`config.mk`:
```
export PLATFORM = sky130hd
export DESIGN_NAME = msrv_32_fetch_ctrl
export DESIGN_NICKNAME = d
export VERILOG_FILES = /design/src/rtl/msrv_32_fetch_ctrl.sv
export SDC_FILE = /design/constraint.sdc
export NUM_CORES = 1
export LEC_CHECK = 0
export BUFFER_PORTS_ARGS = -buffer_cell sky130_fd_sc_hd__clkbuf_2
export CAP_MARGIN = 25
export CORE_MARGIN = 10
export CORE_UTILIZATION = 52
export DETAILED_ROUTE_END_ITERATION = 10
export PLACE_DENSITY = 0.81
export SLEW_MARGIN = 20
export SYNTH_ARGS = -nofsm -noshare
export SYNTH_HDL_FRONTEND = slang
export SYNTH_SLANG_ARGS = --single-unit
export TNS_END_PERCENT = 1
```
`constraint.sdc`:
```
create_clock -name ms_risc32_mp_clk_in -period 6.45 [get_ports ms_risc32_mp_clk_in]
set_clock_uncertainty 0.2 [all_clocks]
set_input_delay 1.6125 -clock ms_risc32_mp_clk_in [delete_from_list [all_inputs] [get_ports ms_risc32_mp_clk_in]]
set_output_delay 1.6125 -clock ms_risc32_mp_clk_in [all_outputs]
set_load 0.1 [all_outputs]
```
`src/rtl/msrv_32_fetch_ctrl.sv`:
```
// msrv_32_fetch_ctrl: PC owner and imem request sequencer with redirect, kill, stall and fault handling
module msrv_32_fetch_ctrl #(
  parameter logic [31:0] BOOT_ADDR = 32'h0000_0000,
  parameter int          MAX_WAIT  = 16
) (
  input  logic        ms_risc32_mp_clk_in,
  input  logic        ms_risc32_mp_rst_in,
  input  logic        stall_in,
  input  logic        trap_taken_in,
  input  logic [31:0] trap_vector_in,
  input  logic        mret_in,
  input  logic [31:0] epc_in,
  input  logic        branch_taken_in,
  input  logic [31:0] branch_target_in,
  output logic        imem_req_out,
  output logic [31:0] imem_addr_out,
  input  logic        imem_ack_in,
  input  logic [31:0] imem_data_in,
  output logic        instr_valid_out,
  output logic [31:0] instr_out,
  output logic [31:0] instr_pc_out,
  output logic        fault_out
);
  typedef enum logic [1:0] {BOOT, FETCH, KILL, FAULT} state_t;
  state_t      state, state_n;
  logic [31:0] pend_pc, pend_n, addr_n, instr_n, ipc_n, tgt;
  logic [7:0]  wait_cnt, wait_n;
  logic        valid_n, ack, redir, bad;
  assign imem_req_out = (state == FETCH || state == KILL) && !(state == FETCH && instr_valid_out && stall_in);
  assign ack          = imem_req_out && imem_ack_in;
  assign redir        = trap_taken_in || mret_in || branch_taken_in;
  assign tgt          = trap_taken_in ? trap_vector_in : mret_in ? epc_in : branch_target_in;
  assign bad          = (redir && tgt[1:0] != 2'b00) || (imem_req_out && !ack && wait_cnt == 8'(MAX_WAIT - 1));
  assign wait_n       = (imem_req_out && !ack) ? wait_cnt + 8'd1 : 8'd0;
  assign fault_out    = state == FAULT;
  // next-state: redirect arbitration, kill of in-flight fetch, sequential PC advance
  always_comb begin
    state_n = state;
    addr_n  = imem_addr_out;
    pend_n  = pend_pc;
    valid_n = instr_valid_out;
    instr_n = instr_out;
    ipc_n   = instr_pc_out;
    case (state)
      BOOT: state_n = FETCH;
      FETCH: begin
        if (bad) begin
          state_n = FAULT;
          valid_n = 1'b0;
        end else if (redir) begin
          valid_n = 1'b0;
          state_n = (imem_req_out && !ack) ? KILL : FETCH;
          pend_n  = (imem_req_out && !ack) ? tgt : pend_pc;
          addr_n  = (imem_req_out && !ack) ? imem_addr_out : tgt;
        end else if (ack) begin
          instr_n = imem_data_in;
          ipc_n   = imem_addr_out;
          valid_n = 1'b1;
          addr_n  = imem_addr_out + 32'd4;
        end else if (instr_valid_out && !stall_in) begin
          valid_n = 1'b0;
        end
      end
      KILL: begin
        if (bad) begin
          state_n = FAULT;
        end else begin
          pend_n  = redir ? tgt : pend_pc;
          addr_n  = ack ? (redir ? tgt : pend_pc) : imem_addr_out;
          state_n = ack ? FETCH : KILL;
        end
      end
      default: state_n = FAULT;
    endcase
  end
  // state and datapath registers, asynchronously reset
  always_ff @(posedge ms_risc32_mp_clk_in or posedge ms_risc32_mp_rst_in) begin
    if (ms_risc32_mp_rst_in) begin
      state           <= BOOT;
      imem_addr_out   <= BOOT_ADDR;
      pend_pc         <= 32'd0;
      instr_valid_out <= 1'b0;
      instr_out       <= 32'd0;
      instr_pc_out    <= 32'd0;
      wait_cnt        <= 8'd0;
    end else begin
      state           <= state_n;
      imem_addr_out   <= addr_n;
      pend_pc         <= pend_n;
      instr_valid_out <= valid_n;
      instr_out       <= instr_n;
      instr_pc_out    <= ipc_n;
      wait_cnt        <= wait_n;
    end
  end
endmodule

```
-- Word-level counts from Yosys, hierarchy flattened
Cells that the tools add are included.
- $add $sub $neg: 2
- muxes and demuxes: 26
- equal/unequal tests: 12
- bitwise operators: 2
- reductions and logical operators: 23
- operators by type and width (operator ; number):
    2-to-1 mux 32 bit ; 13
    one-hot mux 32 bit (2 select lines) ; 2
    adder 32 x 3 -> 32 bit (second input constant) ; 1
    2-to-1 mux 2 bit ; 5
    inequality test 3 bit (second input constant) ; 3
    adder 8 x 1 -> 8 bit (second input constant) ; 1
    equality test 8 x 4 -> 1 bit (second input constant) ; 1
    logical AND 1 bit ; 8
    2-to-1 mux 8 bit ; 1
    inequality test 2 bit (second input constant) ; 4
    one-hot mux 2 bit (3 select lines) ; 1
    AND reduction 6 bit ; 1
    AND reduction 5 bit ; 1
    equality test 2 bit (second input constant) ; 2
    logical OR 1 bit ; 4
    2-to-1 mux 1 bit ; 4
    AND reduction 4 bit ; 1
    nonzero test 2 bit ; 2
    nonzero test 4 bit ; 1
    zero test 1 bit ; 3
    equality test 2 x 1 -> 1 bit (second input constant) ; 1
    zero test 2 bit ; 1
    inequality test 2 x 1 -> 1 bit (second input constant) ; 1
    inverter 1 bit ; 2
    AND reduction 2 bit ; 1
- word-level logic and storage cells: 72
- register bits after elaboration: 139
- output and inout port bits: 99
- input port bits: 135

-- Longest topological paths before layout
- depth in word-level cells: 12
- mapped depth: 10
- mapped depth without buffers: 8

-- Worst setup path before layout
OpenSTA, ideal clock, no wires.
- kind: input to output
- start: in stall_in
- end: out imem_req_out
- buffers on the path: 0
- setup slack: 2.233 ns
- cell stages on the path: 3
- arrival: 2.404 ns
- path through: nand3_4 > nand2_1 > inv_1
- longest elaborated chain between the ends: 3
- RTL lines (what ; line ; source):
    start: declaration ; 8 ; input logic stall_in,
    logical AND 1 bit ; 29 ; assign imem_req_out = (state == FETCH || state == KILL) && !(state == FETCH && instr_valid_out && stall_in);
    zero test 1 bit ; 29 ;
    logical AND 1 bit ; 29 ;
    end: declaration ; 15 ; output logic imem_req_out,
No other way between the ends.

-- Worst setup path in the final report
Same ends and word-level chain as after synthesis.

==> results.json <==
{
  "status": "completed",
  "async_flop_share_pct": 100,
  "synth_area_um2": 7490,
  "first_pass_iters": 7,
  "final_cell_mix": "233 x clkbuf_2, 139 x dfrtp_1, 75 x mux2_2, 57 x o21ai_0, 48 x nand2_1",
  "synth-edff-count": 0,
  "worstSetupPathType": "primary input to primary output",
  "worstHoldStart": "wait_cnt[0]",
  "area_growth_pct": 24.4,
  "drive_gt1_share_pct": 42.7,
  "r2r_end": "pend_pc[21]",
  "critPathRequiredTime_ns": 4.64,
  "cp_slowest_cell": "clkbuf_2",
  "avgViaCountPerCell": 5.75,
  "clockBufferDepth": 2,
  "cts_root_buf": "clkbuf_16",
  "cts-htree-levels": 4,
  "port_buffers": 233,
  "vias": 6304,
  "syn_inst": 694,
  "yosys.area.top_type": "dfrtp_1",
  "hold_class": "flip-flop to flip-flop",
  "holdPathEnd": "wait_cnt[0]",
  "grt.overflow.total": 0,
  "yosysTopAreaCellShare_pct": 46.5,
  "crit_top_cell": "clkbuf_2",
  "clkLatencyLatePin_ns": 0.42,
  "ant_nets": 0,
  "hold_viol": 0,
  "crit_fanout": 7,
  "critPathBufInv": 3,
  "synth.top_cells.by_area": "dfrtp_1 46%, mux2_2 11%, mux2_4 5.0%, mux2i_1 4.9%, o21ai_0 3.8%",
  "critPathCaptureType": "primary output",
  "synth_warnings": 0,
  "antenna_found_initial": 0,
  "postLayoutCellArea_um2": 9310,
  "grtUsageTotal_pct": 21.4,
  "fin_crit_ns": 4.29,
  "synth.yosys.seq_area_share_pct": 46.5,
  "ff_latch_area_um2": 3480,
  "cp.depth": 5,
  "ys_types": 61,
  "ys_seq_elements": 139,
  "clk_pin_slew_ns": 0.05,
  "worstRegToRegCells": 8,
  "grt_pass1_vias": 6528,
  "setup-violations-final": 0,
  "place_hpwl_mm": 15.6,
  "syn_area_per_cell_um2": 10.8,
  "cts_tree": "done",
  "slew_headroom_pct": 30.3,
  "synthFlopType": "dfrtp_1",
  "grt_max_degree": 105,
  "ioPinCount": 234,
  "crit_family": "buffers and inverters",
  "worstPathCellList": "clkbuf_2 -> nand3_4 -> nand2_1 -> inv_1 -> clkbuf_2",
  "finalCritPeriodShare_pct": 66.5,
  "final_nets": 1044,
  "place_congestion": 0.874,
  "initial_core_util_pct": 53.5,
  "rsz0062_at_grt": "false",
  "avgRoutedWirePerCell_um": 19.5,
  "report.final.slew_viol_count": 0,
  "diodes": 0,
  "clock-sinks": 139,
  "hold_buffers": 0,
  "crit_start": "stall_in",
  "totalNegativeSetupSlack_ns": 0,
  "placed_cell_area_um2": 8720,
  "cp-start-kind": "primary input",
  "maxCapViolCount": 0,
  "hold_depth": 1,
  "numCtsBuffers": 17,
  "die_w_um": 140,
  "synth_nets": 835,
  "coreArea_um2": 14000,
  "die_h_um": 140,
  "cp_data_arrival_time_ns": 2.48,
  "max_freq_mhz": 233,
  "grt_pass1_wl_mm": 34.6,
  "layout_commonest_cell": "clkbuf_2",
  "multi_input_area_um2": 3670,
  "fillCellCount": 1141,
  "drc": 0,
  "num_rows": 43,
  "cts_setup_buffers": 0,
  "r2r-start": "state[1]",
  "die-area_um2": 19600,
  "r2r_slack_ns": 3.07,
  "post_cts_resized": 0,
  "routed_wl_mm": 21.3,
  "worst_pin_slew_ns": 1.05,
  "drt_iter0_drc": 455,
  "max_stage_delay_ns": 0.45
}
-- through the flow --
stage | std cells | worst slack, ns | hold WS, ns | utilization [%]
floorplan | 694 | 0.913 | 0.232 | -
global placement | 1064 | 1.89 | 0.251 | 62.3
detailed placement | 1064 | 1.87 | 0.255 | 62.3
CTS | 1096 | 2.14 | 0.261 | 66.5
global route | 1096 | 2.10 | 0.278 | 66.6
finish | 1096 | 2.16 | 0.267 | 66.6
-- cells in the mapped netlist (9+ instances only) --
master,count
dfrtp_1,139
mux2_2,75
o21ai_0,57
nand2_1,48
mux2i_1,37
nor2_1,35
clkbuf_1,26
mux2_4,25
a21oi_1,23
inv_1,22
nand3_1,19
and3_1,18
buf_2,18
o31ai_1,16
nand4_1,15
a211oi_1,11
o22ai_1,9
-- cells by family after synthesis --
| kind of cell | after synthesis | share of synthesized area (%) |
|---|---|---|
| compound gates | 157 | 13.4 |
| xor+xnor | 9 | 1.05 |
| fa+ha+maj | 6 | 1.00 |
| buf+inv | 76 | 4.86 |
| flops | 139 | 46.5 |
| mux | 137 | 21.2 |
| simple gates | 170 | 12.0 |
-- worst reg2reg max path, stage by stage (launching register included) --
cell and delay [ns]:
dfrtp_1 0.40, inv_1 0.09, ha_1 0.42, nand3_4 0.20, nand4_1 0.18, nand3_2 0.08
buf_4 0.25, or3_2 0.95, mux2_4 0.50
-- worst max path at each step --
stage / end / slack (ns)
CTS: imem_req_out / 2.14
floorplan: imem_addr_out[0] / 0.91
global placement: pend_pc[31] / 1.89
finish: imem_req_out / 2.16
detailed placement: pend_pc[30] / 1.87
global route: imem_req_out / 2.10
-- metal layers --
layer | GRT usage, % | vias to the layer above | part of all wire, %
met1 | 26.4 | 3028 | 42
met3 | 8.96 | 31 | 9.9
met5 | 0 | - | 0
met4 | 7.07 | 0 | 1.9
li1 | - | 2949 | -
met2 | 33.3 | 296 | 46
-- flip-flops by register name, summed over array words and instances (netlist names) --
name             flops
wait_cnt             8
imem_addr_out       32
instr_valid_out      1
state                2
instr_out           32
pend_pc             32
instr_pc_out        32
-- final cells by class --
| cell class | count | area share (%) |
|---|---|---|
| inverter | 22 | 0.940 |
| clock buffer | 21 | 5.05 |
| clock inverter | 11 | 1.28 |
| multi-input combinational | 479 | 39.4 |
| timing repair buffer | 244 | 13.5 |
| sequential | 139 | 37.3 |
| tap | 180 | 2.42 |
Power is left out: the tool's default activity adds up to more than one toggle a clock period on the data nets, which glitch-free logic cannot reach.
